File: src/rtl/pattern_scan_ctrl.sv
// pattern_scan_ctrl: byte-stream serializer with a programmable bit-pattern
// detector, saturating match counter and threshold-driven halt/interrupt.
module pattern_scan_ctrl #(
    parameter int PAT_W = 6,
    parameter int LEN_W = 3,
    parameter int CNT_W = 8
) (
    input  logic             clk,
    input  logic             reset,
    input  logic             cfg_we,
    input  logic [PAT_W-1:0] cfg_pattern,
    input  logic [LEN_W-1:0] cfg_len,
    input  logic [CNT_W-1:0] cfg_thresh,
    input  logic             start,
    input  logic             stop,
    input  logic             in_valid,
    input  logic [7:0]       in_data,
    output logic             in_ready,
    output logic             match,
    output logic [CNT_W-1:0] match_count,
    output logic             busy,
    output logic             irq
);

    typedef enum logic [1:0] {S_IDLE, S_WAIT, S_SHIFT, S_HALT} state_t;

    localparam logic [LEN_W:0]   PAT_W_L = (LEN_W+1)'(PAT_W);
    localparam logic [LEN_W-1:0] VCNT_MAX = LEN_W'(PAT_W);
    localparam logic [CNT_W-1:0] CNT_MAX  = '1;

    function automatic logic [CNT_W-1:0] sat_inc_cnt(input logic [CNT_W-1:0] v);
        return (v == CNT_MAX) ? v : v + 1'b1;
    endfunction

    function automatic logic [LEN_W-1:0] sat_vcnt(input logic [LEN_W:0] v);
        return (v > PAT_W_L) ? VCNT_MAX : v[LEN_W-1:0];
    endfunction

    state_t           state_q, state_d;
    logic [PAT_W-1:0] pat_q, pat_d;
    logic [LEN_W-1:0] len_q, len_d;
    logic [CNT_W-1:0] thr_q, thr_d;
    // Only PAT_W-1 history bits are kept: the oldest bit of a PAT_W window
    // is always the one about to fall out, so it is never compared again.
    logic [PAT_W-2:0] hist_q, hist_d;
    logic [LEN_W-1:0] vcnt_q, vcnt_d;
    logic [7:0]       sh_q, sh_d;
    logic [2:0]       bidx_q, bidx_d;
    logic             match_q, match_d;
    logic [CNT_W-1:0] cnt_q, cnt_d;
    logic             irq_q, irq_d;

    logic [LEN_W:0]   eff_len;
    logic [LEN_W:0]   vcnt_inc;
    logic [PAT_W-1:0] cand;
    logic [PAT_W:0]   mask_w;
    logic [CNT_W-1:0] cnt_inc;
    logic             hit;

    // State and datapath registers; reset clears everything, configuration included
    always_ff @(posedge clk) begin
        if (!reset) begin
            state_q <= S_IDLE;
            pat_q   <= '0;
            len_q   <= '0;
            thr_q   <= '0;
            hist_q  <= '0;
            vcnt_q  <= '0;
            sh_q    <= '0;
            bidx_q  <= '0;
            match_q <= 1'b0;
            cnt_q   <= '0;
            irq_q   <= 1'b0;
        end else begin
            state_q <= state_d;
            pat_q   <= pat_d;
            len_q   <= len_d;
            thr_q   <= thr_d;
            hist_q  <= hist_d;
            vcnt_q  <= vcnt_d;
            sh_q    <= sh_d;
            bidx_q  <= bidx_d;
            match_q <= match_d;
            cnt_q   <= cnt_d;
            irq_q   <= irq_d;
        end
    end

    // Next-state and register update logic, including the per-bit pattern compare
    always_comb begin
        eff_len  = ({1'b0, len_q} > PAT_W_L) ? PAT_W_L : {1'b0, len_q};
        vcnt_inc = {1'b0, vcnt_q} + 1'b1;
        cand     = {hist_q, sh_q[bidx_q]};
        mask_w   = ((PAT_W+1)'(1) << eff_len) - (PAT_W+1)'(1);
        hit      = (eff_len != '0) && (vcnt_inc >= eff_len) &&
                   (((cand ^ pat_q) & mask_w[PAT_W-1:0]) == '0);
        cnt_inc  = sat_inc_cnt(cnt_q);

        state_d = state_q;
        pat_d   = pat_q;
        len_d   = len_q;
        thr_d   = thr_q;
        hist_d  = hist_q;
        vcnt_d  = vcnt_q;
        sh_d    = sh_q;
        bidx_d  = bidx_q;
        match_d = 1'b0;
        cnt_d   = cnt_q;
        irq_d   = irq_q;

        case (state_q)
            S_IDLE, S_HALT: begin
                if (cfg_we) begin
                    pat_d = cfg_pattern;
                    len_d = cfg_len;
                    thr_d = cfg_thresh;
                end
                if (start) begin
                    state_d = S_WAIT;
                    hist_d  = '0;
                    vcnt_d  = '0;
                    cnt_d   = '0;
                    irq_d   = 1'b0;
                end
            end
            S_WAIT: begin
                if (stop) begin
                    state_d = S_IDLE;
                end else if (in_valid) begin
                    sh_d    = in_data;
                    bidx_d  = 3'd7;
                    state_d = S_SHIFT;
                end
            end
            S_SHIFT: begin
                hist_d = cand[PAT_W-2:0];
                vcnt_d = sat_vcnt(vcnt_inc);
                if (hit) begin
                    match_d = 1'b1;
                    cnt_d   = cnt_inc;
                end
                // stop wins over a threshold hit; the pulse and count still land
                if (stop) begin
                    state_d = S_IDLE;
                end else if (hit && (thr_q != '0) && (cnt_inc == thr_q)) begin
                    state_d = S_HALT;
                    irq_d   = 1'b1;
                end else if (bidx_q == 3'd0) begin
                    state_d = S_WAIT;
                end else begin
                    bidx_d = bidx_q - 3'd1;
                end
            end
            default: state_d = S_IDLE;
        endcase
    end

    // Outputs decoded from state and registered flags only
    always_comb begin
        in_ready    = (state_q == S_WAIT);
        busy        = (state_q == S_WAIT) || (state_q == S_SHIFT);
        match       = match_q;
        match_count = cnt_q;
        irq         = irq_q;
    end

endmodule

File: config.mk
export PLATFORM = sky130hd
export DESIGN_NAME = pattern_scan_ctrl
export DESIGN_NICKNAME = d
export VERILOG_FILES = /design/src/rtl/pattern_scan_ctrl.sv
export SDC_FILE = /design/constraint.sdc
export NUM_CORES = 1
export LEC_CHECK = 0
export CORE_UTILIZATION = 56
export DETAILED_ROUTE_END_ITERATION = 10
export MAX_ROUTING_LAYER = met4
export PLACE_DENSITY = 0.83
export SETUP_SLACK_MARGIN = 0.02
export SLEW_MARGIN = 20
export SYNTH_ARGS = -nofsm -noshare
export SYNTH_HDL_FRONTEND = slang
export SYNTH_SLANG_ARGS = --single-unit
File: constraint.sdc
create_clock -name clk -period 4.87 [get_ports clk]
set_clock_uncertainty 0.15 [all_clocks]
set_input_delay 0.974 -clock clk [delete_from_list [all_inputs] [get_ports clk]]
set_output_delay 0.974 -clock clk [all_outputs]
set_load 0.05 [all_outputs]
==> results.ini <==
[floorplan]
io_pins = 43
design.die.area_mm2 = 0.005101
cell_rows = 24
initial_core_util = 0.5992
floorplan.die.width_um = 71.42
floorplan.core_area_mm2 = 0.004504
chip_height_um = 71.42

[global_route]
grt-ovfl-total = 0
track_usage = 0.2721
number_of_antenna_violations_at_the_first_check_in_global_routing = 0
grt_first_pass_wirelength_um = 10790
grt_max_degree = 43
number_of_global_route_vias_before_repair = 2419

[detailed_routing]
routed_wirelength_um = 6259
detailroute.via_count = 2560
drt_iter0_markers = 224
postRouteAntennaNets = 0
vias_per_cell = 5.953
wire_per_inst_um = 14.56
number_of_remaining_drc_errors = 0
dr.pass1.iters = 4

[timing]
tns_ps = 0
grt_setup_unrepaired = no
timing.final.crit_share = 0.6413
final_critical_path_required_period_ps = 3123
worst_pin_slew_ps = 999.1
worst_slew_margin_rel = 0.3149
timing_max_transition_violations_final = 0
holdWs_ps = 305.6
setup_violations = 0
final_critical_path_setup_slack_ps = 1747
report.final.hold_viol_count = 0
fmax_mhz = 320.2

[hold_path]
min_from = sh_q[1]$_SDFFE_PN0P_
hp-class = flip-flop to flip-flop
min_path_cells = 2
worst_hold_path.endpoint = sh_q[1]$_SDFFE_PN0P_

[critical_path]
worst-r2r-cell-count = 7
critPathCaptureType = output port
r2r_setup_slack_ps = 1900
crit_path_start_kind = flip-flop
maximum_net_fanout_on_the_critical_path = 6
worst-endpoint-required_ps = 3750
criticalPathCategory = flip-flop to output port
rr_endpoint = state_q[0]$_SDFFE_PN0P_
timing.critical_path.arrival_ps = 2000
critical_path.reg2reg.startpoint = match_count[2]$_SDFFE_PN0P_

[final_layout]
final_design_area_no_fill_mm2 = 0.003213
layout.filler_cells = 381
antenna-diode-count = 0
post_route_cells_drive_above_1_share = 0.04233
final-instance-count-excl-fill = 430
finish.utilization = 0.7133
flow.area_growth_from_synthesis_pct = 19.05
layout_net_count = 418

[yosys]
synth_seq_area_share = 0.3561
synthesis.nets = 390
synth_enable_flop_cells = 0
yosys_register_bits = 48
proportion_of_synthesized_flip_flops_having_asynchronous_set_or_reset = 0
mappedNetlistArea_mm2 = 0.002699
synth.avg_cell_area_um2 = 7.733
netlist-cell-type-count = 52
yosys_most_used_dff = dfxtp_1
synth_warnings = 0
number_of_standard_cells_after_synthesis = 349

[placed_design]
dpl.hpwl_um = 4494
port-buffer-count = 42
detailed_place.area_mm2 = 0.003098
gpl.final_weighted_congestion = 0.8918
placedCellCount = 422
dp_slack_ps = 1934

[clock_network]
tritoncts = yes
cts_made_buffers = 5
buffer_type_at_the_clock_tree_root = clkbuf_8
clock-sinks = 48
clock_tree.buffer_depth = 2
post_cts_hold_buffer_count = 0
clk_latency_ps = 310
cts_max_level = 2
cts_setup_buffers = 0
cts.repair.resized = 0
clkTransAtPathRegs_ps = 90

[pwr]
power_frac_clock = 0.310
power.static_leakage_nw = 1.173
power.internal_mw = 0.6643
peakVddDrop_v = 0.0002293
comb_power_share = 0.231
power_density_mw_per_mm2 = 298.4
seqPwrFrac = 0.459
power.switching_mw = 0.2944
fin_total_pwr_mw = 0.9587
sw_frac_of_total = 0.3071

[run_status]
status = complete, no violations

[job]
drv_cap = 0

[power by group through the flow]
stage	Combinational [mW]	Sequential [mW]	Clock (mW)
global placement	0.214	0.448	0
floorplan	0.157	0.443	0
finish	0.221	0.440	0.297
detailed placement	0.220	0.449	0
CTS	0.221	0.440	0.304
global route	0.244	0.444	0.316
[logic make-up after synthesis]
logic type / Yosys count / synth area share
AO/OA/AOI/OAI: 96 / 0.2174
XOR/XNOR: 10 / 0.03245
adder cells (fa/ha/maj): 10 / 0.04636
buffers and inverters: 37 / 0.05563
flip-flops: 48 / 0.3560
multiplexers: 7 / 0.03848
AND/OR/NAND/NOR: 141 / 0.2536
[Yosys cell counts, types with 5 or more instances]
| master | n | area, um^2 |
|---|---|---|
| a21oi_1 | 46 | 230.2 |
| o21ai_0 | 15 | 75.07 |
| ha_1 | 10 | 125.1 |
| nor3_1 | 12 | 60.06 |
| dfxtp_1 | 48 | 960.9 |
| nand3_1 | 10 | 50.05 |
| clkbuf_1 | 15 | 56.30 |
| nor2_1 | 18 | 67.56 |
| a31oi_1 | 5 | 31.28 |
| nor2b_1 | 5 | 31.28 |
| nand2_1 | 64 | 240.2 |
| nand2b_1 | 6 | 37.54 |
| xnor2_1 | 5 | 43.79 |
| inv_1 | 14 | 52.55 |
| nand4_1 | 5 | 31.28 |
| xor2_1 | 5 | 43.79 |
[worst max-delay path by stage]
stage | startpoint | endpoint | slack, ps
final | state_q[0]$_SDFFE_PN0P_ | busy | 1750
after global routing | match_count[0]$_SDFFE_PN0P_ | bidx_q[1]$_SDFFE_PN0P_ | 1610
after CTS | state_q[0]$_SDFFE_PN0P_ | busy | 1740
after detailed placement | start | match_count[0]$_SDFFE_PN0P_ | 1930
after global placement | start | match_count[4]$_SDFFE_PN0P_ | 1960
after floorplan | match_count[2]$_SDFFE_PN0P_ | state_q[0]$_SDFFE_PN0P_ | 1990
[metal layers]
metal  up-vias  global-route usage  part of all wire
met5         -                   -                 0
met4         0             0.09333             0.015
met3         9             0.04782             0.047
met2        76              0.4614              0.51
met1      1187              0.3262              0.43
li1       1288                   -                 -
[layout make-up]
cell class	count	area, um^2	share of cell area
Multi-Input combinational cell	264	1588	0.4942
Sequential cell	48	960.9	0.2991
Timing Repair Buffer	43	427.9	0.1332
Clock buffer	5	68.82	0.02142
Tap cell	52	65.06	0.02025
Inverter	15	56.30	0.01752
Clock inverter	3	46.29	0.01441
[sequential cells by signal, summed over array words and instances (netlist names)]
signal       cells
hist_q           5
sh_q             8
len_q            3
match_count      8
vcnt_q           3
irq              1
state_q          2
pat_q            6
match            1
thr_q            8
bidx_q           3
[placed cells by master, fill, tap and decap left out, types with 2 or more instances in the layout]
master / count
a211oi_1: 3
nor2_1: 18
a311oi_1: 2
a21o_1: 2
and2_1: 3
nor3_1: 12
o22ai_1: 2
o221a_2: 2
a22oi_1: 4
nand2_1: 64
clkbuf_8: 5
xnor2_1: 5
a21oi_1: 46
mux2i_1: 4
and4_1: 2
xor2_1: 5
nor2b_1: 5
mux4_1: 2
a221oi_1: 4
clkdlybuf4s50_1: 42
ha_1: 10
nand4_1: 5
nor4_1: 3
nand3_1: 10
o21ai_0: 15
a31oi_1: 5
dfxtp_1: 48
o211ai_1: 3
inv_1: 14
and3_1: 4
nand2b_1: 6
[critical path: stages (launching register included)]
cell,delay (ps)
dfxtp_1,370
inv_1,50
ha_1,390
inv_1,80
clkdlybuf4s50_1,800
No activity file was read; power rests on OpenSTA's default activity.
==> RTL change 1: new RTL, same flow settings <==
Register the inputs `cfg_we`, `cfg_pattern`, `cfg_len` and `cfg_thresh` before use, without a reset. The logic sees them one clock later. The other inputs are not delayed to match.
--- a/src/rtl/pattern_scan_ctrl.sv
+++ b/src/rtl/pattern_scan_ctrl.sv
@@ -28,4 +28,16 @@
     localparam logic [LEN_W-1:0] VCNT_MAX = LEN_W'(PAT_W);
     localparam logic [CNT_W-1:0] CNT_MAX  = '1;
+
+    logic cfg_we_q;
+    logic [PAT_W-1:0] cfg_pattern_q;
+    logic [LEN_W-1:0] cfg_len_q;
+    logic [CNT_W-1:0] cfg_thresh_q;
+
+    always_ff @(posedge clk) begin
+        cfg_we_q      <= cfg_we;
+        cfg_pattern_q <= cfg_pattern;
+        cfg_len_q     <= cfg_len;
+        cfg_thresh_q  <= cfg_thresh;
+    end
 
     function automatic logic [CNT_W-1:0] sat_inc_cnt(input logic [CNT_W-1:0] v);
@@ -111,8 +123,8 @@
         case (state_q)
             S_IDLE, S_HALT: begin
-                if (cfg_we) begin
-                    pat_d = cfg_pattern;
-                    len_d = cfg_len;
-                    thr_d = cfg_thresh;
+                if (cfg_we_q) begin
+                    pat_d = cfg_pattern_q;
+                    len_d = cfg_len_q;
+                    thr_d = cfg_thresh_q;
                 end
                 if (start) begin
Function: changed (a bounded check fails within 4 cycles, from zero or initial values and one cycle with reset low).
==> RTL change 1 against the original RTL <==
Largest cell class unchanged. Setup slack got worse by 240 ps. Wire length rose by 7.6%. Critical endpoint is now state_q[1]. Cell area rose by 15%. Core utilization rose by 0.17 points. Count of clock-buffer cells in the layout rose by 5. Via count rose by 2.2%. Fmax fell by 7.2%. Sequential cell count rose by 18. Power rose by 41%. Synthesized area rose by 12%. Synthesized cell count did not move. Non-clock buffer count did not move.
==> RTL change 1: results (changes against the original RTL) <==
final_layout_size_suffix_gt1_frac: 0.0591  # +0.0168
critPathKind: "reg -> reg"
synthAdderAreaFrac: 0.0413  # -0.00506
vias_per_cell: 5.70  # -4.3%
grt_antenna_before_repair: 0  # unchanged
timing.rr.start: "match_count[0]"
crit_slowest_cell: "or4_1"
dp_hpwl_mm: 4.70  # +4.5%
gp_congestion: 0.900  # +0.95%
r2r_cells: 8  # +1
synth_xor_area_frac: 0.0401  # +0.00761
fillers: 411  # +7.9%
synth_compound_area_frac: 0.171  # -0.0464
grt_max_degree: 31  # -28%
syn-num-nets: 390  # unchanged
numCtsBuffers: 9  # +4
htreeDepth: 3  # +1
yosys-top-cells-count: "dfxtp_1, nand2_1, a21oi_1"
clk_latency_ps: 340  # +30 ps
status: "completed"
relSlewSlack: 0.275  # -0.0401
diodes: 0  # unchanged
hp-start: "cfg_pattern_q[4]"
reg2reg_setup_slack_ps: 1500  # -400 ps
drtPass1Iterations: 5  # +1
critPathMaxStageDelay_ps: 660  # -140 ps
ir_drop_mv: 0.258  # +13%
ys_top_cells_by_area: "dfxtp_1, nand2_1, a21oi_1, ha_1, mux2i_1"
muxShareOfSynthArea: 0.0644  # +0.0260
leakagePower_nw: 1.44  # +23%
p_sw_mw: 0.383  # +30%
path_max_fanout: 9  # +3
io_buffers: 42  # unchanged
grt_use_total: 0.266  # -0.00600
grt_pass1_wl_mm: 11.0  # +1.9%
grt_pass1_vias: 2380  # -1.6%
nets: 425  # +1.7%
drt-initial-drc-count: 230  # +2.7%
synthFlopType: "dfxtp_1"
dpl_cell_area_mm2: 0.00347  # +12%
async_reset_ff_frac: 0  # unchanged
cp.arrival_ps: 3450  # +1450 ps
hold_depth: 2  # unchanged
drt-total-wl_mm: 6.74  # +7.6%
seq_area_frac_synth: 0.436  # +0.0801
synth_cell_types: 51  # -1.9%
[RTL change 1: cell count changes after synthesis, sizes merged, moves of 4 or more]
cell / before / now
nand2: 64 / 51
a21oi: 46 / 33
buf: 5 / 1
dfxtp: 48 / 66
nor2: 18 / 27
mux2i: 4 / 13
a31oi: 5 / 1
[RTL change 1: power by group through the flow]
stage	clock network, mW	logic (mW)	registers, mW
floorplan	0	0.168	0.604
global placement	0	0.228	0.609
detailed placement	0	0.232	0.612
CTS	0.523	0.235	0.599
global route	0.552	0.261	0.604
finish	0.521	0.236	0.600
[RTL change 1: cell families (layout without fill, tap and decap cells)]
family,count (synthesis),in the layout
AOI/OAI and AO/OA,82,82
adders and majority gates,10,10
xor gates and xnor gates,13,13
DFF,66,66
muxes,15,15
and+or+nand+nor,133,133
buffers and inverters,30,70
[RTL change 1: area by class of cell]
cell class              instances  share of cell area
clock buffers                  10              0.0372
clock inverters                 6              0.0240
inverters                      11              0.0112
multi-input cells             253               0.431
flip-flops and latches         66               0.357
well taps                      70              0.0237
repair buffers                 43               0.116
[RTL change 1: critical path: cells and delay by family (launching register included)]
family / cells / cell delay, ps
AO/OA/AOI/OAI: 5 / 1260
AND/OR/NAND/NOR: 2 / 980
adder cells (fa/ha/maj): 1 / 340
flip-flops: 1 / 530
[RTL change 1: final timing paths]
| path | to |
|---|---|
| max reg2reg | state_q[1] |
| min | pat_q[4] |
| min reg2reg | pat_q[4] |
| max | state_q[1] |
[RTL change 1: metal layers]
| metal | vias to the layer above | track usage | part of all wire |
|---|---|---|---|
| met5 | - | - | 0 |
| met4 | 0 | 0.0947 | 0.023 |
| met3 | 21 | 0.0741 | 0.059 |
| met2 | 106 | 0.397 | 0.46 |
| met1 | 1190 | 0.346 | 0.46 |
| li1 | 1299 | - | - |
[RTL change 1: per-stage QoR]
step                power (mW)  std cells  hold WS, ps   util  setup WS (ps)
floorplan                0.771        349          267      -           1650
global placement         0.837        443          272  0.671           1670
detailed placement       0.843        443          275  0.671           1580
CTS                       1.36        459          285  0.715           1540
global route              1.42        459          302  0.715           1360
finish                    1.36        459          286  0.715           1500
==> RTL change 2: new RTL, same settings <==
Without the edit above. The parameter `PAT_W` goes from 6 to 3.
--- a/src/rtl/pattern_scan_ctrl.sv
+++ b/src/rtl/pattern_scan_ctrl.sv
@@ -2,5 +2,5 @@
 // detector, saturating match counter and threshold-driven halt/interrupt.
 module pattern_scan_ctrl #(
-    parameter int PAT_W = 6,
+    parameter int PAT_W = 3,
     parameter int LEN_W = 3,
     parameter int CNT_W = 8
Ports: changed (resized cfg_pattern); port bits go from 43 to 40. The function was not compared with the original's and may differ.
==> RTL change 2 against the original RTL <==
Via count shrank 7.9%. Setup slack worse by 4.1 ps. Register-to-register slack worse by 160 ps. Critical path depth unchanged. Combinational power down 33%. Power decreased by 22%. Synthesized cell count down 11%. Wire length is 10% lower. Fmax shrank 0.13%. Synthesized area shrank 9.9%. Sequential cell count shrank 6. Cell area fell by 9.3%. Largest cell class unchanged. Highest routed layer unchanged.
==> RTL change 2: results (changes against the original RTL) <==
netlist_instances: 312  # -11%
fillers: 343  # -10%
clk_pin_slew_ps: 80
ys_top_cells_by_area: "dfxtp_1, nand2_1, a21oi_1, ha_1, xnor2_1"
yosys-top-cells-count: "nand2_1, dfxtp_1, a21oi_1"
cts_buffer_depth: 2  # unchanged
relSlewSlack: 0.481  # +0.166
ctsResizeCount: 0  # unchanged
hp-class: "reg -> reg"
ir_drop_mv: 0.266  # +16%
syn-num-nets: 350  # -10%
final_layout_size_suffix_gt1_frac: 0.0437  # +0.00140
synth_cell_types: 54  # +3.8%
reg2reg_setup_slack_ps: 1740  # -160 ps
whs_ps: 306  # +0.725 ps
cts_root_buf: "clkbuf_8"
drt-initial-drc-count: 155  # -31%
gp_congestion: 0.929  # +4.2%
path_max_fanout: 7  # +1
leakagePower_nw: 1.02  # -13%
drtPass1Iterations: 4  # unchanged
synthFlopType: "dfxtp_1"
critPathMaxStageDelay_ps: 790
seq_area_frac_synth: 0.346  # -0.0104
post_cts_buffers: 0  # unchanged
cp.arrival_ps: 2000  # about the same
vias_per_cell: 6.00  # +0.78%
status: "completed"
clk_latency_ps: 310  # about the same
htreeDepth: 2  # unchanged
crit_slowest_cell: "clkdlybuf4s50_1"
startpoint: "state_q[0]"
grt_pass1_vias: 2014  # -17%
dp_hpwl_mm: 4.06  # -9.7%
wl_per_cell_um: 14.3  # -1.9%
nets: 380  # -9.1%
grt_max_degree: 24  # -44%
async_reset_ff_frac: 0  # unchanged
ys_warn_count: 0  # unchanged
grt_pass1_wl_mm: 8.85  # -18%
place_inst: 385  # -8.8%
timing.rr.start: "match_count[0]"
hp-start: "sh_q[7]"
grt_use_total: 0.264  # -0.00834
vias: 2358  # -7.9%
io_buffers: 39  # -7.1%
RTL change 2: metrics by stage:
step           power [mW]  area (µm²)  setup WS (ps)  utilization
2_1_floorplan       0.472        2430           1850            -
3_3_place_gp        0.519        2830           1840        0.692
3_5_place_dp        0.522        2830           1810        0.692
4_1_cts             0.745        2910           1740        0.713
5_1_grt             0.774        2910           1510        0.713
6_report            0.744        2910           1740        0.713
RTL change 2: kinds of logic (layout without fill, tap and decap cells):
kind of cell,count (synthesis),after routing,synth area share
AOI/OAI and AO/OA,77,77,0.198
xor gates and xnor gates,14,14,0.0504
adders and majority gates,10,10,0.0514
buffers and inverters,24,55,0.0375
DFF,42,42,0.346
muxes,5,5,0.0365
other,1,1,0.00154
and+or+nand+nor,139,139,0.279
RTL change 2: worst max-delay path: cells and delay by family, from the launching register on:
family / cells / cell delay, ps
adder cells (fa/ha/maj): 1 / 400
buffers and inverters: 3 / 940
flip-flops: 1 / 360
RTL change 2: cell type report:
cell class,count,share of cell area
Multi-Input combinational cell,246,0.515
Sequential cell,42,0.289
Timing Repair Buffer,40,0.137
Clock buffer,6,0.0249
Tap cell,50,0.0215
Inverter,7,0.00902
Clock inverter,2,0.00472
RTL change 2: worst paths after layout:
path | endpoint | cells past startpoint
worst max register to register | state_q[0] | 8
worst max-delay path | busy | 4
worst min-delay path | sh_q[7] | 2
worst min register to register | sh_q[7] | 2
RTL change 2: per-layer routing:
layer  GRT usage  share of wire  routed length [µm]  up-vias
met2       0.418           0.47                2660       58
met5           -              0                   0        -
met1       0.329           0.47                2610     1102
met3      0.0483          0.036                 200       16
li1            -              -                   -     1182
met4       0.109          0.026                 145        0
RTL change 2: report_power, final:
group,leakage [nW],internal [mW],total (mW),switching [mW]
combinational,0.636,0.0646,0.147,0.0820
clock,0.0452,0.101,0.228,0.127
sequential,0.341,0.356,0.369,0.0128
